==> config.mk <==
export PLATFORM = sky130hd
export DESIGN_NAME = grid_memory_flat
export DESIGN_NICKNAME = d
export VERILOG_FILES = /design/src/rtl/grid_mem_pkg.sv /design/src/rtl/grid_memory_if.sv /design/src/rtl/grid_sweep.sv /design/src/rtl/grid_memory.sv /design/src/flat_wrapper.sv
export SDC_FILE = /design/constraint.sdc
export NUM_CORES = 1
export LEC_CHECK = 0
export ABC_AREA = 1
export CAP_MARGIN = 20
export CORE_MARGIN = 5
export CORE_UTILIZATION = 60
export DETAILED_ROUTE_END_ITERATION = 16
export GPL_TIMING_DRIVEN = 0
export PLACE_DENSITY = 0.75
export SYNTH_ARGS = -nofsm -noshare
export SYNTH_HDL_FRONTEND = slang
export SYNTH_SLANG_ARGS = --single-unit
==> constraint.sdc <==
create_clock -name clk -period 20.4 [get_ports clk]
set_input_delay 6.12 -clock clk [delete_from_list [all_inputs] [get_ports clk]]
set_output_delay 6.12 -clock clk [all_outputs]
set_load 0.02 [all_outputs]
==> src/rtl/grid_mem_pkg.sv <==
// -----------------------------------------------------------------------------
// grid_mem_pkg
// Shared definitions for the grid memory block:
//   STATE_W        - width of the controller state register
//   grid_state_e   - controller states (IDLE, CLEAR, DONE)
//   cell_index()   - row-major flattening of an (x, y) cell coordinate
// -----------------------------------------------------------------------------
package grid_mem_pkg;

  localparam int STATE_W = 2;

  typedef enum logic [STATE_W-1:0] {
    IDLE  = 2'd0,
    CLEAR = 2'd1,
    DONE  = 2'd2
  } grid_state_e;

  // Row-major flat index: y selects the row, x the column within it.
  function automatic int cell_index(input int x, input int y, input int width);
    return (y * width) + x;
  endfunction

endpackage

==> src/rtl/grid_memory_if.sv <==
// -----------------------------------------------------------------------------
// grid_memory_if
// Request/response bundle of the grid memory.
//   wr, rd, addr_x, addr_y, data_in, clr  : requests from the user
//   data_out, rd_valid, busy, clr_done    : responses from the memory
// master modport = requester side, slave modport = memory side.
// -----------------------------------------------------------------------------
interface grid_memory_if #(
  parameter int ADDR_W = 4,
  parameter int ADDR_H = 4,
  parameter int DATA_W = 1
);

  logic              wr;
  logic              rd;
  logic [ADDR_W-1:0] addr_x;
  logic [ADDR_H-1:0] addr_y;
  logic [DATA_W-1:0] data_in;
  logic              clr;
  logic [DATA_W-1:0] data_out;
  logic              rd_valid;
  logic              busy;
  logic              clr_done;

  modport master (
    output wr, rd, addr_x, addr_y, data_in, clr,
    input  data_out, rd_valid, busy, clr_done
  );

  modport slave (
    input  wr, rd, addr_x, addr_y, data_in, clr,
    output data_out, rd_valid, busy, clr_done
  );

endinterface

==> src/rtl/grid_sweep.sv <==
// -----------------------------------------------------------------------------
// grid_sweep
// Nested x/y counter walking every cell in row-major order.
//   clk, rst : clock, asynchronous active-high reset
//   init     : force both counters to 0
//   en       : advance one cell (x fastest, wraps to (0,0) after the last)
//   x, y     : current cell coordinate
//   last     : current cell is (WIDTH-1, HEIGHT-1)
// -----------------------------------------------------------------------------
module grid_sweep #(
  parameter int WIDTH  = 16,
  parameter int HEIGHT = 16,
  parameter int ADDR_W = 4,
  parameter int ADDR_H = 4
) (
  input  logic              clk,
  input  logic              rst,
  input  logic              init,
  input  logic              en,
  output logic [ADDR_W-1:0] x,
  output logic [ADDR_H-1:0] y,
  output logic              last
);

  logic [ADDR_W-1:0] x_r;
  logic [ADDR_H-1:0] y_r;
  logic              x_end_s;
  logic              y_end_s;

  assign x_end_s = (x_r == ADDR_W'(WIDTH - 1));
  assign y_end_s = (y_r == ADDR_H'(HEIGHT - 1));

  // Row-major cell counter: x wraps into a y increment.
  always_ff @(posedge clk or posedge rst) begin
    if (rst) begin
      x_r <= '0;
      y_r <= '0;
    end else if (init) begin
      x_r <= '0;
      y_r <= '0;
    end else if (en) begin
      if (x_end_s) begin
        x_r <= '0;
        if (y_end_s) begin
          y_r <= '0;
        end else begin
          y_r <= y_r + ADDR_H'(1);
        end
      end else begin
        x_r <= x_r + ADDR_W'(1);
      end
    end
  end

  assign x    = x_r;
  assign y    = y_r;
  assign last = x_end_s && y_end_s;

endmodule

==> src/rtl/grid_memory.sv <==
// -----------------------------------------------------------------------------
// grid_memory
// WIDTH x HEIGHT grid of DATA_W-bit cells with single-cycle write, registered
// read (one cycle latency) and a bulk clear that sweeps one cell per cycle.
//   clk, rst  : clock, asynchronous active-high reset (cell contents kept)
//   bus.wr    : write data_in to (addr_x, addr_y)
//   bus.rd    : read (addr_x, addr_y); data_out/rd_valid next cycle
//   bus.clr   : start bulk clear to CLR_VAL (wins over wr/rd)
//   bus.busy  : clear in progress (CLEAR and DONE)
//   bus.clr_done : one-cycle pulse while in DONE
// Out-of-range addresses: writes are dropped, reads return 0 with rd_valid.
// -----------------------------------------------------------------------------
module grid_memory
  import grid_mem_pkg::*;
#(
  parameter int                WIDTH   = 16,
  parameter int                HEIGHT  = 16,
  parameter int                ADDR_W  = 4,
  parameter int                ADDR_H  = 4,
  parameter int                DATA_W  = 1,
  parameter logic [DATA_W-1:0] CLR_VAL = '0
) (
  input logic            clk,
  input logic            rst,
  grid_memory_if.slave   bus
);

  localparam int DEPTH = WIDTH * HEIGHT;
  localparam int IDX_W = (DEPTH > 1) ? $clog2(DEPTH) : 1;

  logic [DATA_W-1:0] mem_r [DEPTH];

  grid_state_e       state_r;
  logic [DATA_W-1:0] data_out_r;
  logic              rd_valid_r;
  logic              busy_r;
  logic              clr_done_r;

  logic              in_range_s;
  logic [IDX_W-1:0]  idx_s;
  logic [IDX_W-1:0]  sweep_idx_s;
  logic              sweep_init_s;
  logic              sweep_en_s;
  logic              sweep_last_s;
  logic [ADDR_W-1:0] sweep_x_s;
  logic [ADDR_H-1:0] sweep_y_s;
  logic              wr_ok_s;

  assign in_range_s = (int'(bus.addr_x) < WIDTH) && (int'(bus.addr_y) < HEIGHT);
  assign idx_s      = IDX_W'(cell_index(int'(bus.addr_x), int'(bus.addr_y), WIDTH));
  assign sweep_idx_s = IDX_W'(cell_index(int'(sweep_x_s), int'(sweep_y_s), WIDTH));

  assign sweep_init_s = (state_r == IDLE) && bus.clr;
  assign sweep_en_s   = (state_r == CLEAR);
  // clr in the same cycle drops the user write.
  assign wr_ok_s      = (state_r == IDLE) && bus.wr && !bus.clr && in_range_s;

  grid_sweep #(
    .WIDTH  (WIDTH),
    .HEIGHT (HEIGHT),
    .ADDR_W (ADDR_W),
    .ADDR_H (ADDR_H)
  ) u_sweep (
    .clk  (clk),
    .rst  (rst),
    .init (sweep_init_s),
    .en   (sweep_en_s),
    .x    (sweep_x_s),
    .y    (sweep_y_s),
    .last (sweep_last_s)
  );

  // Cell storage: not reset, so an aborted clear leaves untouched cells intact.
  always_ff @(posedge clk) begin
    if (!rst && (state_r == CLEAR)) begin
      mem_r[sweep_idx_s] <= CLR_VAL;
    end else if (!rst && wr_ok_s) begin
      mem_r[idx_s] <= bus.data_in;
    end
  end

  // Controller FSM with registered read data and status outputs.
  always_ff @(posedge clk or posedge rst) begin
    if (rst) begin
      state_r    <= IDLE;
      data_out_r <= '0;
      rd_valid_r <= 1'b0;
      busy_r     <= 1'b0;
      clr_done_r <= 1'b0;
    end else begin
      rd_valid_r <= 1'b0;
      clr_done_r <= 1'b0;
      case (state_r)
        IDLE: begin
          if (bus.clr) begin
            state_r <= CLEAR;
            busy_r  <= 1'b1;
          end else if (bus.rd) begin
            rd_valid_r <= 1'b1;
            // Memory read here sees pre-write data for a same-edge write.
            data_out_r <= in_range_s ? mem_r[idx_s] : '0;
          end
        end
        CLEAR: begin
          if (sweep_last_s) begin
            state_r    <= DONE;
            clr_done_r <= 1'b1;
          end
        end
        DONE: begin
          state_r <= IDLE;
          busy_r  <= 1'b0;
        end
        default: begin
          state_r <= IDLE;
          busy_r  <= 1'b0;
        end
      endcase
    end
  end

  assign bus.data_out = data_out_r;
  assign bus.rd_valid = rd_valid_r;
  assign bus.busy     = busy_r;
  assign bus.clr_done = clr_done_r;

endmodule

==> src/flat_wrapper.sv <==
// flat-port wrapper written by rule: the top's interface ports become plain ports
module grid_memory_flat import grid_mem_pkg::*;
#(
  parameter int                WIDTH   = 16,
  parameter int                HEIGHT  = 16,
  parameter int                ADDR_W  = 4,
  parameter int                ADDR_H  = 4,
  parameter int                DATA_W  = 1,
  parameter logic [DATA_W-1:0] CLR_VAL = '0
)
  (clk, rst, bus_wr, bus_rd, bus_addr_x, bus_addr_y, bus_data_in, bus_clr, bus_data_out, bus_rd_valid, bus_busy, bus_clr_done);
  grid_memory_if #(.ADDR_W(ADDR_W), .ADDR_H(ADDR_H), .DATA_W(DATA_W)) bus_i ();
  input logic clk;
  input logic rst;
  input wire logic [$bits(bus_i.wr)-1:0] bus_wr;
  input wire logic [$bits(bus_i.rd)-1:0] bus_rd;
  input wire logic [$bits(bus_i.addr_x)-1:0] bus_addr_x;
  input wire logic [$bits(bus_i.addr_y)-1:0] bus_addr_y;
  input wire logic [$bits(bus_i.data_in)-1:0] bus_data_in;
  input wire logic [$bits(bus_i.clr)-1:0] bus_clr;
  output wire logic [$bits(bus_i.data_out)-1:0] bus_data_out;
  output wire logic [$bits(bus_i.rd_valid)-1:0] bus_rd_valid;
  output wire logic [$bits(bus_i.busy)-1:0] bus_busy;
  output wire logic [$bits(bus_i.clr_done)-1:0] bus_clr_done;
  assign bus_i.wr = bus_wr;
  assign bus_i.rd = bus_rd;
  assign bus_i.addr_x = bus_addr_x;
  assign bus_i.addr_y = bus_addr_y;
  assign bus_i.data_in = bus_data_in;
  assign bus_i.clr = bus_clr;
  assign bus_data_out = bus_i.data_out;
  assign bus_rd_valid = bus_i.rd_valid;
  assign bus_busy = bus_i.busy;
  assign bus_clr_done = bus_i.clr_done;
  grid_memory #(.WIDTH(WIDTH), .HEIGHT(HEIGHT), .ADDR_W(ADDR_W), .ADDR_H(ADDR_H), .DATA_W(DATA_W), .CLR_VAL(CLR_VAL)) u_core (.clk(clk), .rst(rst), .bus(bus_i));
endmodule
# Word-level counts from Yosys, hierarchy flattened
# Memory sizes are Yosys's and may differ from the RTL's. A register that Yosys moved wholly into a read port is not among the register bits.
# Index checks and enable logic that the tools add are counted.
# totals
register_bits,13
ram_bits,256
input_bits,14
n_memories,1
# memory_table
memory,depth,word_bits,read_ports,rd_ports_with_merged_regs,write_ports,line_no,text
u_core.mem_r,256,1,1,1,1,grid_memory.sv:31,logic [DATA_W-1:0] mem_r [DEPTH];
# op_classes
addsub,4
eq_ne,5
muxes,25
bitwise_logic,2
reduce_logical,16
# ops
op,n
4-bit two-way mux,7
8-bit by 4-bit adder with 8-bit output,2
1-bit two-way mux,13
"4-bit by 1-bit adder with 4-bit output, second input constant",2
"4-bit == test, second input constant",2
8-bit two-way mux,1
1-bit logical AND,6
2-bit AND reduction,3
2-bit two-way mux,2
"2-bit inequality test, second input constant",2
2-bit case mux with 2 select lines,1
2-bit nonzero test,2
3-bit AND reduction,1
"2-bit by 1-bit == test with 1-bit output, second input constant",1
1-bit logical NOT,2
2-bit logical NOT,1
1-bit NOT,2
1-bit case mux with 2 select lines,1
1-bit OR reduction,1

# Longest topological paths before layout
# depth
depth_word,9
mapped_depth,15
depth_no_buf,13

# Modules after synthesis
# A second synthesis with hierarchy kept.
# unflattened
cells_unflattened,1324
area_unflattened_um2,12806.0
# modules_own_cells
mod,n_inst,cells_each,area_each_um2
grid_memory,1,1267,12359.4
grid_sweep,1,57,446.7

# Worst setup path before layout
# No wires, ideal clock.
# synth_path
path_type,input to register
from,in rst
to,mem u_core.mem_r[0] (data pin)
setup_ps,1388
t_arrival_ps,12784
required_ps,19012
setup_slack_ps,6228
path_stages,4
path_buffers,1
cell_sequence,inv_1 -> nand3_2 -> buf_4 -> nor2_1
# synth_via
elab_chain_cells,7
elab_cells_between_ends,8
cone_classes,mux: 4; reduce/logical: 4
# synth_lines
item,line_no,text
from (decl),flat_wrapper.sv:14,input logic rst;
1-bit logical NOT *,"grid_memory.sv:75, grid_memory.sv:77",
1-bit logical AND,grid_memory.sv:77,end else if (!rst && wr_ok_s) begin
1-bit two-way mux,grid_memory.sv:77,
1-bit two-way mux *,grid_memory.sv:75,if (!rst && (state_r == CLEAR)) begin
1-bit two-way mux (implied by the code) *,grid_memory.sv:78,mem_r[idx_s] <= bus.data_in;
1-bit OR reduction (no line) *,-,
1-bit two-way mux (no line) *,-,
to (decl),grid_memory.sv:31,
# Mark *: on every way between the ends. The rest lies on a longest branch, timed or not.

# Final worst setup path
# layout_path
from,in bus_addr_x[1]
to,reg u_core.data_out_r (netlist: u_core.bus.data_out) (read register of u_core.mem_r)
# layout_via
elab_chain_cells,1
# layout_lines
item,line_no,text
from (decl),flat_wrapper.sv:17,input wire logic [$bits(bus_i.addr_x)-1:0] bus_addr_x;
8-bit by 4-bit adder with 8-bit output,grid_mem_pkg.sv:20,return (y * width) + x;
to (decl),grid_memory.sv:34,logic [DATA_W-1:0] data_out_r;
# No other way between the ends.
# A chain may end at the register's enable or synchronous reset.

==> impl_metrics.py <==
metrics = {
    "die": {
        "dieArea_sq_um": 23800,
        "start_util_pct": 61.3,
        "rows": 52,
        "fp.coreArea_sq_um": 20400,
        "die_h_um": 154,
        "die_w_um": 154,
        "io-pin-count": 18,
    },
    "logic_synthesis": {
        "synth_top_area_share_pct": 61.6,
        "synthSimpleGateAreaFrac_pct": 29.6,
        "ys_ff_latch": 270,
        "synthTopCellsByArea": "edfxtp_1 (62%), nand3_1 (10%), nand2_1 (9.4%), nor2_1 (8.8%), dfrtp_1 (2.8%)",
        "synth_cell_type_count": 29,
        "synthXorXnorAreaFrac_pct": 0.0701,
        "synth-compound-area-share_pct": 1.07,
        "synthCells": 1317,
        "synth_flop_cell": "edfxtp_1",
        "synth-edff-count": 256,
        "syn_avg_cell_area_sq_um": 9.48,
        "ys_seq_area_share_pct": 64.4,
        "syn_area_sq_um": 12500,
        "synth_top_family_by_area": "simple AND/OR/NAND/NOR gates",
        "yosys_warnings": 0,
        "synth_mux_area_share_pct": 0,
        "async_flop_share_pct": 5.19,
        "synth_fa_ha_area_share_pct": 0.200,
        "synth_nets": 1333,
        "yosys.area.top_type": "edfxtp_1",
    },
    "power": {
        "leakage_nw": 4.95,
        "vdd_ir_drop_max_uv": 90.9,
        "power.total_w": 0.00135,
        "power_density_nw_per_um2": 96.9,
    },
    "place": {
        "port_buffers": 14,
        "gp_congestion": 0.979,
        "postPlaceCellArea_sq_um": 13100,
        "placed_cells": 1606,
        "dp_hpwl_um": 23700,
    },
    "setup_path": {
        "cp_max_fo": 10,
        "crit_type": "primary input to flip-flop",
        "cp_data_required_time_ns": 20.84,
        "crit_path_end_kind": "flip-flop",
        "cp-start-kind": "primary input",
        "worstRegToRegCells": 8,
        "reg2reg_setup_slack_ns": 17.58,
        "r2r_end": "u_core.mem_r[225]$_DFFE_PP_",
        "r2r-start": "u_core.state_r[0]$_DFFE_PP0P_",
        "cp.arrival_ns": 9.14,
    },
    "clock_tree": {
        "cts_tree": "yes",
        "path_clk_slew_ns": 0.06,
        "post_cts_buffers": 0,
        "cts-root-buf": "clkbuf_16",
        "cts_hold_buf": 0,
        "clk_latency_ns": 0.55,
        "cts.htree.levels": 1,
        "clock_sinks": 270,
        "numCtsBuffers": 28,
        "cts_resized": 0,
        "cts_buffer_depth": 3,
    },
    "flow_run": {
        "maxCapViolCount": 0,
    },
    "sta": {
        "maxSlewViolCount": 0,
        "tns_ns": 0,
        "rsz0062_at_grt": "false",
        "max_freq_mhz": 115,
        "worst_slew_pin_slew_ns": 0.977,
        "min_period_ns": 8.70,
        "relSlewSlack_pct": 34.9,
        "setup_viol": 0,
        "fin_skew_ns": 0.0120,
        "finalHoldViolCount": 0,
        "min_period_over_period_pct": 42.6,
    },
    "detailed_routing": {
        "drtIter0Drc": 1467,
        "first_pass_iters": 6,
        "via_per_inst": 6.10,
        "postRouteAntennaNets": 0,
        "dr_wl_met2_um": 16800,
        "topRoutingLayerUsed": "met4",
        "vias": 10100,
        "drc_errors": 0,
        "wl_met3_um": 4920,
        "drt-wirelength-per-cell_um": 22.0,
        "wl_met1_um": 12600,
        "routed_wl_um": 36500,
    },
    "status": {
        "status": "finished clean",
    },
    "layout": {
        "drive_above_1_share_pct": 7.43,
        "n_antenna_cell": 0,
        "instances_no_fill": 1657,
        "multi_input_area_sq_um": 3870,
        "nets": 1382,
        "finalInstanceArea_sq_um": 14000,
        "fill_cells": 1551,
        "ff_latch_area_sq_um": 8040,
        "synthToLayoutAreaGrowth_pct": 11.8,
    },
    "min_path": {
        "hold_path_class": "flip-flop to flip-flop",
        "hold_start": "u_core.bus.data_out$_DFFE_PP0P_",
        "min_to": "u_core.bus.data_out$_DFFE_PP0P_",
        "worstHoldPathCells": 2,
    },
    "grt": {
        "groute.usage.overall_pct": 30.0,
        "antenna_found_initial": 0,
        "grt_max_degree": 58,
        "grt_pass1_wl_um": 53900,
        "grt-ovfl-total": 0,
        "grt_pass1_vias": 9417,
    },
}
[registers in the layout (all words and copies together), names as in the netlist]
name	flops
u_core.mem_r	256
u_core.u_sweep.x	4
u_core.u_sweep.y	4
u_core.state_r	2
u_core.bus.busy	1
u_core.bus.clr_done	1
u_core.bus.data_out	1
u_core.bus.rd_valid	1
[how the worst max path moves through the flow]
| stage | startpoint | endpoint | slack [ns] |
|---|---|---|---|
| after global placement | rst | u_core.mem_r[92]$_DFFE_PP_ | 1.48 |
| after CTS | bus_addr_x[1] | u_core.bus.data_out$_DFFE_PP0P_ | 11.77 |
| after detailed placement | bus_addr_x[1] | u_core.bus.data_out$_DFFE_PP0P_ | 11.22 |
| after floorplan | rst | u_core.mem_r[0]$_DFFE_PP_ | 6.23 |
| final | bus_addr_x[1] | u_core.bus.data_out$_DFFE_PP0P_ | 11.70 |
| after global routing | rst | u_core.mem_r[228]$_DFFE_PP_ | 11.55 |
[critical path, stage by stage]
cell	delay, ns
clkdlybuf4s50_1	0.42
inv_1	0.07
clkbuf_1	0.73
buf_1	0.63
nand3_1	0.15
nand3_1	0.14
nand3_1	0.14
nand3_1	0.15
nand3_1	0.08
nand2_1	0.13
nand2_1	0.07
nand3_1	0.07
nand2_1	0.10
nand2_1	0.07
nand2_1	0.04
[per-layer routing]
layer | global-route usage [%] | vias to the layer above
met5 | 0 | -
met4 | 13.9 | 0
met3 | 5.36 | 154
met2 | 48.9 | 777
met1 | 39.7 | 4697
li1 | - | 4487
[synthesized netlist by cell type, types with 2 or more instances]
cell and n:
nor2_1 293, ha_1 2, a21oi_1 2, inv_1 53, edfxtp_1 256, nor3_2 2
nand3_1 252, clkbuf_1 43, nor2_4 3, buf_1 10, nand2_2 9, buf_2 33
o21ai_0 11, nand3_2 2, o21ai_2 3, nand2_1 312, dfrtp_1 14, clkinv_1 2
inv_2 3, nor2_2 3
[power by group]
group          switching, W  internal, W  total (W)
combinational      0.000174    0.0000520   0.000226
sequential       0.00000858     0.000612   0.000621
clock              0.000210     0.000298   0.000507
total              0.000392     0.000961    0.00135
[stage by stage]
step | setup WS [ns] | hold WS (ns) | util (%)
3_3_place_gp | 1.48 | 0.469 | 63.7
6_report | 11.70 | 0.495 | 68.6
5_1_grt | 11.55 | 0.536 | 68.6
3_5_place_dp | 11.22 | 0.488 | 64.2
4_1_cts | 11.77 | 0.505 | 68.6
2_1_floorplan | 6.23 | 0.490 | -
[cell type report]
type	instances	area share (%)
timing repair buffer	19	1.72
sequential	270	57.6
buffer	87	2.66
clock buffer	40	5.49
clock inverter	11	0.896
tap	270	2.42
inverter	58	1.56
multi-input combinational	902	27.7
[logic make-up after synthesis]
kind of cell,after synthesis
compound gates,21
buf+inv,145
simple gates,878
fa+ha+maj,2
flops,270
xor+xnor,1
[layout by cell type (no fill, tap or decap), types with 2 or more instances in the layout]
cell,n
buf_1,10
nor3_2,2
nor2_1,292
o21ai_0,11
edfxtp_1,256
dfrtp_1,14
buf_12,5
bufinv_16,3
nor2_4,4
a21oi_1,2
buf_2,33
ha_1,2
nor2_2,3
nand2_1,312
clkbuf_1,54
nand3_1,252
inv_2,3
clkbuf_16,29
clkinv_1,6
clkdlybuf4s50_1,14
inv_1,53
nand3_2,2
o21ai_2,3
nand2_2,9
clkinv_2,4
No activity file was read; power rests on OpenSTA's default activity.
